File: src/rtl/seq_det_pkg.sv
`default_nettype none
// +--------------------------------------------------------------------------+
// | Module      : seq_det_pkg                                                |
// | Description : Shared constants and helpers for seq_detector_param:       |
// |               reset-time default configuration, pattern-length clamp     |
// |               and compare-mask generation.                               |
// | Ports       : none (package)                                             |
// | Revision    : 1.0 - initial release                                      |
// +--------------------------------------------------------------------------+
package seq_det_pkg;

  // Default configuration: the classic 1101 overlapping detector.
  localparam logic [7:0]  C_DEF_PATTERN = 8'b0000_1101;
  localparam int unsigned C_DEF_LEN     = 4;
  localparam bit          C_DEF_OVERLAP = 1'b1;

  // Width of the mask helper result. Detectors up to this many bits are
  // supported; narrower callers zero-extend their difference vector.
  localparam int unsigned MASK_W = 64;

  // Requested lengths beyond the history depth are clamped to the depth.
  // A length of zero passes through unchanged and disables detection.
  function automatic int unsigned clamp_len(input int unsigned req_len,
                                            input int unsigned max_len);
    return (req_len > max_len) ? max_len : req_len;
  endfunction

  // Mask with the low 'len' bits set.
  function automatic logic [MASK_W-1:0] len_mask(input int unsigned len);
    logic [MASK_W-1:0] m;
    m = '0;
    for (int unsigned i = 0; i < MASK_W; i++) begin
      m[i] = (i < len);
    end
    return m;
  endfunction

endpackage
`default_nettype wire

File: src/rtl/sat_counter.sv
`default_nettype none
// +--------------------------------------------------------------------------+
// | Module      : sat_counter                                                |
// | Description : Up-counter that saturates at all-ones. Clear has priority  |
// |               over increment.                                            |
// | Ports       : clk   - clock, rising edge                                 |
// |               reset - synchronous active-high reset to 0                 |
// |               inc   - increment by one unless saturated                  |
// |               clr   - synchronous clear to 0 (wins over inc)             |
// |               count - current count                                      |
// | Revision    : 1.0 - initial release                                      |
// +--------------------------------------------------------------------------+
module sat_counter
  import seq_det_pkg::*;
#(
  parameter int unsigned CNT_W = 8
) (
  input  logic             clk,
  input  logic             reset,
  input  logic             inc,
  input  logic             clr,
  output logic [CNT_W-1:0] count
);

  localparam logic [CNT_W-1:0] C_MAX = '1;

  logic [CNT_W-1:0] r_count;

  always_ff @(posedge clk) begin
    if (reset) begin
      r_count <= '0;
    end else if (clr) begin
      r_count <= '0;
    end else if (inc && (r_count != C_MAX)) begin
      r_count <= r_count + CNT_W'(1);
    end
  end

  assign count = r_count;

endmodule
`default_nettype wire

File: src/rtl/seq_detector_param.sv
`default_nettype none
// +--------------------------------------------------------------------------+
// | Module      : seq_detector_param                                         |
// | Description : Runtime-programmable serial sequence detector with         |
// |               registered (Moore) match flag, overlap selection, input    |
// |               qualifier and saturating match counter.                    |
// | Ports       : clk         - clock, rising edge                           |
// |               reset       - synchronous active-high reset                |
// |               x, x_valid  - serial bit and its qualifier                 |
// |               cfg_load    - strobe: latch pattern/pat_len/overlap        |
// |               pattern     - pattern[pat_len-1] is the first bit received |
// |               pat_len     - pattern length (0 disables, >MAX_LEN clamps) |
// |               overlap     - 1 overlapping, 0 non-overlapping detection   |
// |               cnt_clr     - clear match counter                          |
// |               y           - one-cycle match flag                         |
// |               match_count - saturating match count                       |
// |               armed       - history holds at least the active length     |
// | Revision    : 1.0 - initial release                                      |
// +--------------------------------------------------------------------------+
module seq_detector_param
  import seq_det_pkg::*;
#(
  parameter int unsigned        MAX_LEN     = 8,
  parameter int unsigned        LEN_W       = 4,
  parameter int unsigned        CNT_W       = 8,
  parameter logic [MAX_LEN-1:0] DEF_PATTERN = MAX_LEN'(C_DEF_PATTERN),
  parameter int unsigned        DEF_LEN     = C_DEF_LEN,
  parameter bit                 DEF_OVERLAP = C_DEF_OVERLAP
) (
  input  logic               clk,
  input  logic               reset,
  input  logic               x,
  input  logic               x_valid,
  input  logic               cfg_load,
  input  logic [MAX_LEN-1:0] pattern,
  input  logic [LEN_W-1:0]   pat_len,
  input  logic               overlap,
  input  logic               cnt_clr,
  output logic               y,
  output logic [CNT_W-1:0]   match_count,
  output logic               armed
);

  localparam logic [LEN_W-1:0] C_MAX_FILL = LEN_W'(MAX_LEN);
  localparam logic [LEN_W-1:0] C_RST_LEN  = LEN_W'(clamp_len(DEF_LEN, MAX_LEN));

  // Only the previous MAX_LEN-1 bits are stored: together with the incoming
  // bit they form the full MAX_LEN-bit compare window, so the oldest bit of
  // a MAX_LEN-deep shifter would never be looked at.
  logic [MAX_LEN-2:0] r_hist;
  logic [MAX_LEN-1:0] r_pat;
  logic [LEN_W-1:0]   r_fill;
  logic [LEN_W-1:0]   r_len;
  logic               r_overlap;
  logic               r_y;
  logic               r_armed;

  logic [MAX_LEN-1:0] w_hist_next;
  logic [LEN_W-1:0]   w_fill_inc;
  logic [LEN_W-1:0]   w_fill_next;
  logic [LEN_W-1:0]   w_eff_len;
  logic [MASK_W-1:0]  w_diff_ext;
  logic               w_full;
  logic               w_match;
  logic               w_armed_next;
  logic               w_cnt_inc;

  always_comb begin
    w_hist_next = {r_hist, x};
    w_fill_inc  = (r_fill >= C_MAX_FILL) ? r_fill : r_fill + LEN_W'(1);

    // Enough bits seen once the incoming one is counted; one extra bit of
    // width keeps fill+1 from wrapping when fill already equals MAX_LEN.
    w_full = ({1'b0, r_fill} + (LEN_W+1)'(1)) >= {1'b0, r_len};

    // Bits of the window that differ from the pattern, zero-extended so the
    // shared mask helper can select the active low 'len' bits.
    w_diff_ext                = '0;
    w_diff_ext[MAX_LEN-1:0]   = w_hist_next ^ r_pat;

    w_match = x_valid && (r_len != '0) && w_full &&
              ((w_diff_ext & len_mask(32'(r_len))) == '0);

    // Non-overlapping mode forgets the bits consumed by a match.
    w_fill_next = r_fill;
    if (x_valid) begin
      w_fill_next = (w_match && !r_overlap) ? '0 : w_fill_inc;
    end

    w_armed_next = (r_len != '0) && (w_fill_next >= r_len);
    w_eff_len    = LEN_W'(clamp_len(32'(pat_len), MAX_LEN));

    // A cfg_load cycle discards its x bit, so it can never count a match.
    w_cnt_inc = w_match && !cfg_load;
  end

  always_ff @(posedge clk) begin
    if (reset) begin
      r_hist    <= '0;
      r_fill    <= '0;
      r_pat     <= DEF_PATTERN;
      r_len     <= C_RST_LEN;
      r_overlap <= DEF_OVERLAP;
      r_y       <= 1'b0;
      r_armed   <= 1'b0;
    end else if (cfg_load) begin
      r_pat     <= pattern;
      r_len     <= w_eff_len;
      r_overlap <= overlap;
      r_hist    <= '0;
      r_fill    <= '0;
      r_y       <= 1'b0;
      r_armed   <= 1'b0;
    end else begin
      r_y     <= w_match;
      r_armed <= w_armed_next;
      r_fill  <= w_fill_next;
      if (x_valid) begin
        r_hist <= w_hist_next[MAX_LEN-2:0];
      end
    end
  end

  sat_counter #(
    .CNT_W (CNT_W)
  ) u_match_cnt (
    .clk   (clk),
    .reset (reset),
    .inc   (w_cnt_inc),
    .clr   (cnt_clr),
    .count (match_count)
  );

  assign y     = r_y;
  assign armed = r_armed;

endmodule
`default_nettype wire

File: config.mk
export PLATFORM = sky130hd
export DESIGN_NAME = seq_detector_param
export DESIGN_NICKNAME = d
export VERILOG_FILES = /design/src/rtl/seq_det_pkg.sv /design/src/rtl/sat_counter.sv /design/src/rtl/seq_detector_param.sv
export SDC_FILE = /design/constraint.sdc
export NUM_CORES = 1
export LEC_CHECK = 0
export ABC_AREA = 1
export CAP_MARGIN = 25
export CORE_MARGIN = 4
export CORE_UTILIZATION = 50
export CTS_BUF_LIST = sky130_fd_sc_hd__clkbuf_8 sky130_fd_sc_hd__clkbuf_16
export DETAILED_ROUTE_END_ITERATION = 10
export GPL_TIMING_DRIVEN = 0
export PLACE_DENSITY = 0.75
export SLEW_MARGIN = 20
export SYNTH_ARGS = -nofsm -noshare
export SYNTH_HDL_FRONTEND = slang
export SYNTH_SLANG_ARGS = --single-unit
File: constraint.sdc
create_clock -name clk -period 2.86 [get_ports clk]
set_input_delay 0.572 -clock clk [delete_from_list [all_inputs] [get_ports clk]]
set_output_delay 0.572 -clock clk [all_outputs]
set_load 0.005 [all_outputs]
# [Word-level counts from Yosys, hierarchy flattened]
# Cells that the tools add are included.
[totals] register_bits=34 word_cells=50
[op_classes] mux=4 addsub=3 bitwise=2 reduce_logical=13 order_cmp=19 n_eq_ne=1
[op_table] cell="$logic_not A64 Y1" n=1
[op_table] cell="$lt A4 B4 Y1 const A" n=7
[op_table] cell="$lt A3 B4 Y1 const A" n=4
[op_table] cell="$mux W4" n=4
[op_table] cell="$and A8 B15 Y15" n=1
[op_table] cell="$add A8 B1 Y8 const B" n=1
[op_table] cell="$lt A1 B4 Y1 const A" n=2
[op_table] cell="$lt A2 B4 Y1 const A" n=2
[op_table] cell="$ne A8 B8 Y1 const B" n=1
[op_table] cell="$xor A8 B8 Y8" n=1
[op_table] cell="$logic_and A1 B1 Y1" n=7
[op_table] cell="$add A4 B1 Y5 const B" n=1
[op_table] cell="$ge A5 B4 Y1" n=1
[op_table] cell="$add A4 B1 Y4 const B" n=1
[op_table] cell="$ge A4 B4 Y1" n=1
[op_table] cell="$ge A4 B4 Y1 const B" n=1
[op_table] cell="$gt A4 B4 Y1 const B" n=1
[op_table] cell="$reduce_bool A4 Y1" n=1
[op_table] cell="$reduce_or A2 Y1" n=2
[op_table] cell="$logic_not A1 Y1" n=2

# [Longest topological paths before layout]
# Gate-level depths: netlist of run 1.
[logic_depth] ltp_word=9 depth_mapped=17 mapped_depth_nobuf=17

# [Hierarchy]
# A second synthesis of run 1 with hierarchy kept.
[unflattened] cells_unflattened=268 hier_area_um2=1879.3
[modules_own_cells] module="seq_detector_param" area_per_inst_um2=1418.9 seq_area_each_um2=520.5 instances=1 cells_per_inst=195
[modules_own_cells] module="sat_counter" area_per_inst_um2=460.4 seq_area_each_um2=160.2 instances=1 cells_per_inst=73

# [Worst setup path before layout of run 1]
# OpenSTA, ideal clock, no wires.
[synth_timing] path_kind="register to register" startpoint="reg r_fill[0]" endpoint="reg r_armed, in the netlist armed" required_ns=2.750 synth_period_minus_slack_ns=2.442 setup_time_ns=0.110 arrival_ns=2.331 path_buffers=0 stages_incl_launch_ff=18 slack_ns=0.418 path_cell_list="dfxtp_1 > inv_1 > ha_1 > ha_1 > nand2_1 > a21oi_1 > nor2_1 > nor2_8 > nand3_2 > nand2_1 > inv_1 > ha_1 > inv_1 > nor2_1 > o211ai_1 > nand3_1 > nand3_1 > inv_1"
[synth_between] elab_chain_len=9 word_cells_on_any_way=12
[synth_lines] element="start, declared" line_no="seq_detector_param.sv:52" rtl="logic [LEN_W-1:0] r_fill;"
[synth_lines] element="start signal, assigned" line_no="seq_detector_param.sv:117" rtl="r_fill <= w_fill_next;"
[synth_lines] element="$add A4 B1 Y5" line_no="seq_detector_param.sv:74" rtl="w_full = ({1'b0, r_fill} + (LEN_W+1)'(1)) >= {1'b0, r_len};"
[synth_lines] element="$ge A5 B4 Y1" line_no="seq_detector_param.sv:74"
[synth_lines] element="$logic_and A1 B1 Y1 (2 in series)" line_no="seq_detector_param.sv:81" rtl="w_match = x_valid && (r_len != '0) && w_full &&"
[synth_lines] element="$logic_and A1 B1 Y1" line_no="seq_detector_param.sv:87" rtl="w_fill_next = (w_match && !r_overlap) ? '0 : w_fill_inc;"
[synth_lines] element="$mux W4 (*)" line_no="seq_detector_param.sv:87"
[synth_lines] element="$mux W4 (*)" line_no="seq_detector_param.sv:86" rtl="if (x_valid) begin"
[synth_lines] element="net w_fill_next[1]" line_no="seq_detector_param.sv:60" rtl="logic [LEN_W-1:0] w_fill_next;"
[synth_lines] element="$ge A4 B4 Y1 (*)" line_no="seq_detector_param.sv:90" rtl="w_armed_next = (r_len != '0) && (w_fill_next >= r_len);"
[synth_lines] element="$logic_and A1 B1 Y1 (*)" line_no="seq_detector_param.sv:90"
[synth_lines] element="end signal, assigned" line_no="seq_detector_param.sv:116" rtl="r_armed <= w_armed_next;"
[synth_lines] element="end, declared" line_no="seq_detector_param.sv:56" rtl="logic r_armed;"
# The timed path passes the listed nets; every way through them passes the cells marked *.
# A chain may end at the register's enable or synchronous reset.

# [Final worst setup path of run 1]
[layout_timing] startpoint="reg r_fill[2]" endpoint="reg r_armed, in the netlist armed"
# Same word-level chain as after synthesis.

==> results by group, run 1 <==
STA
  – Worst setup margin: 0.281 ns
  – Highest Clock Rate: 0.388 GHz
  – Final setup viols: 0
  – Minimum clock period after layout: 2.58 ns
  – Final slew viol count: 0
  – Clock Skews: 0.00387 ns
  – Final hold vios: 0
  – Setup TNS: 0 ns
  – Rel. slew slack: 61.7%
  – Slew @ Worst Pin: 0.572 ns
  – RSZ-0062 raised after global routing: no
  – Final worst path period share: 90.2%

Power and ir drop
  – Comb power frac: 16.0%
  – PD cells: 440 nW/µm²
  – Switching share of power: 26.5%
  – Int Pwr: 0.751 mW
  – Peak VDD IR: 0.000291 V
  – Sw Pwr: 0.271 mW
  – Reg power frac: 49.3%
  – Clock power share: 34.7%
  – Total Power: 1.02 mW
  – P_leak: 1.04 nW

Global routing
  – All-layer global routing usage: 17.6%
  – Total grt overflow: 0
  – Largest net degree at the start of global routing: 11
  – First-pass GRT wire length: 6.80 mm
  – Initial antenna violation count: 0
  – Vias in the first global route: 1527

Worst setup path
  – Crit. path cell count: 17
  – Worst path slowest cell: dfxtp_1
  – CP max FO: 5
  – R2R Path Start: r_fill[2]$_SDFF_PP0_
  – Crit Reg-Reg Endpoint: armed$_SDFF_PP0_
  – Worst path cell trace: nand3_1 -> xor2_1 -> ha_1 -> a21oi_1 -> nand2_1 -> nor2_1 -> nor2_8 -> nand3_2 -> nand2_1 -> inv_1 -> ha_1 -> inv_1 -> nor2_1 -> o211ai_1 -> nand3_1 -> nand3_1 -> inv_1
  – CP Class: reg2reg
  – R2r setup slk: 0.28 ns
  – Crit path max-delay family: simple AND/OR/NAND/NOR gates
  – Crit path buffers/inverters: 3
  – CP Data Arrival Time: 2.76 ns
  – Startpoint types: flop
  – Crit path capture: armed$_SDFF_PP0_
  – CP Data Required Time: 3.04 ns
  – Worst path max stage delay: 0.39 ns
  – Reg2Reg Depth: 17
  – Critical Path End Type: flop
  – Worst Setup SP: r_fill[2]$_SDFF_PP0_

Cells and area
  – Nets: 311
  – Finished Core Util: 63.9%
  – Layout area overhead: 23.7%
  – Layout cells sized above 1: 12.1%
  – Leading cell type in the layout, fill and taps excluded: nand2_1
  – Highest-count cells in the layout ignoring fill and taps: nand2_1, inv_1, dfxtp_1
  – Diodes inserted: 0
  – Finished Cell Area: 2320 µm²

Run
  – Maxcap violations: 0

Yosys
  – Post-synth cell types: 28
  – FF+latch count, synth: 34
  – Syn nets: 274
  – Syn Area/Cell: 7.70 µm²
  – Synthesis Warnings: 0
  – Post-synthesis instance area: 1880 µm²
  – Post-synthesis sequential area ratio: 36.2%
  – Post-synthesis cell count: 244

Routing
  – Drt first pass iters: 4
  – Vias per cell: 5.05
  – Vias: 1668
  – Total Wirelength: 3.82 mm
  – Post-route ant nets: 0
  – DRC viols: 0
  – WL/cell: 11.6 µm
  – DRT iter0 DRCs: 89

Floorplanning
  – Height of the chip: 69.3 µm
  – IO Pins: 29
  – Die W: 69.3 µm
  – Die area: 4800 µm²
  – Core area: 3630 µm²
  – Initial Util: 51.7%
  – FP Rows: 22

CTS
  – # H-tree levels: 2
  – Clock slew at reported path FFs: 0.07 ns
  – Cts hold-fix bufs: 0
  – Clock tree sinks: 34
  – TritonCTS clock tree: built
  – CTS max path bufs: 2
  – CTS buffer count: 5
  – Clock root cell: clkbuf_8
  – Skew-Pair Late Insertion Delay: 0.28 ns

Placed design
  – RD Place Congestion: 0.779
  – DP Worst Slack: 0.140 ns
  – IO Port Bufs: 27
  – Final HPWL DP: 3.01 mm
  – Placed Area: 2210 µm²

Status
  – Status: finished, final reports clean

Min path
  – Worst hold path class: reg2reg
-- what timing repair did --
action,CTS,global route
buffers inserted,0,3
endpoints found under the hold margin,0,0
gates resized for setup,0,1
endpoints found under the setup margin,0,1
-- synthesized netlist by cell type (all sizes together) --
library cell / n / area, µm²
xnor2: 2 / 17.5
a32o: 1 / 10.0
o22a: 2 / 17.5
xor2: 9 / 78.8
nor2: 32 / 175
buf: 1 / 11.3
nand3: 15 / 128
a22o: 2 / 17.5
o211ai: 2 / 15.0
inv: 36 / 135
dfxtp: 34 / 681
nand4: 8 / 50.1
o21ai: 16 / 83.8
ha: 11 / 138
nand3b: 1 / 7.51
a21oi: 20 / 100
nand2: 50 / 205
clkbuf: 2 / 7.51
-- power by group through the flow --
| stage | sequential (mW) | clock [mW] | combinational (mW) |
|---|---|---|---|
| after floorplan | 0.511 | 0 | 0.112 |
| after global placement | 0.514 | 0 | 0.158 |
| after detailed placement | 0.514 | 0 | 0.162 |
| after CTS | 0.504 | 0.363 | 0.163 |
| after global routing | 0.506 | 0.391 | 0.184 |
| final | 0.504 | 0.355 | 0.163 |
-- through the flow --
stage / instances / hold slack [ns]
final: 330 / 0.492
after global routing: 330 / 0.488
after detailed placement: 319 / 0.482
after floorplan: 244 / 0.444
after global placement: 319 / 0.455
after CTS: 327 / 0.486
-- kinds of logic after synthesis --
kind of cell               count (synthesis)  synth area share [%]
xor gates and xnor gates                  11                  5.13
AOI/OAI and AO/OA                         43                  13.0
DFF                                       34                  36.2
buffers and inverters                     39                  8.19
adders and majority gates                 11                  7.33
and+or+nand+nor                          106                  30.1
-- sequential cells by signal (all words and copies together), names as in the netlist --
name,flops
armed,1
r_fill,4
r_hist,7
r_len,4
r_overlap,1
r_pat,8
u_match_cnt.count,8
y,1
-- worst min path at each step --
stage                      startpoint                     end  slack [ns]  cells after the start
6_report       r_overlap$_SDFFE_PP1P_  r_overlap$_SDFFE_PP1P_        0.49                      2
5_1_grt                       x_valid  r_hist[2]$_SDFFE_PP0P_        0.49                      2
4_1_cts                       x_valid  r_hist[2]$_SDFFE_PP0P_        0.49                      2
3_5_place_dp    r_pat[2]$_SDFFE_PP1P_   r_pat[2]$_SDFFE_PP1P_        0.48                      2
3_3_place_gp    r_pat[2]$_SDFFE_PP1P_   r_pat[2]$_SDFFE_PP1P_        0.45                      2
2_1_floorplan   r_pat[2]$_SDFFE_PP1P_   r_pat[2]$_SDFFE_PP1P_        0.44                      2
-- metal layers --
layer,up-vias,part of all wire (%),GRT usage [%]
li1,868,-,-
met1,762,47,23.3
met2,33,46,26.8
met3,5,5.7,5.36
met4,0,1.2,6.51
met5,-,0,0
-- tightest hold or removal path: cells and delay by family, from the launching register on --
family | cells | cell delay, ns
AO/OA/AOI/OAI | 1 | 0.07
flip-flops | 1 | 0.30
buffers and inverters | 1 | 0.08
-- area by class of cell --
type / count / area [µm²]
inverter: 36 / 135
clock inverter: 2 / 8.76
fill: 343 / 1310
multi-input combinational: 171 / 1040
clock buffer: 6 / 82.6
buffer: 3 / 18.8
tap: 48 / 60.1
sequential: 34 / 682
timing repair buffer: 30 / 293
(Power assumes the default switching activity.)
==> run 2: changes to the inputs <==
Settings changed: CTS_CLUSTER_SIZE set to 25, TNS_END_PERCENT set to 100.
==> results of run 2 <==
Same layout as run 1: the final DEF is identical, and so are final timing and power.
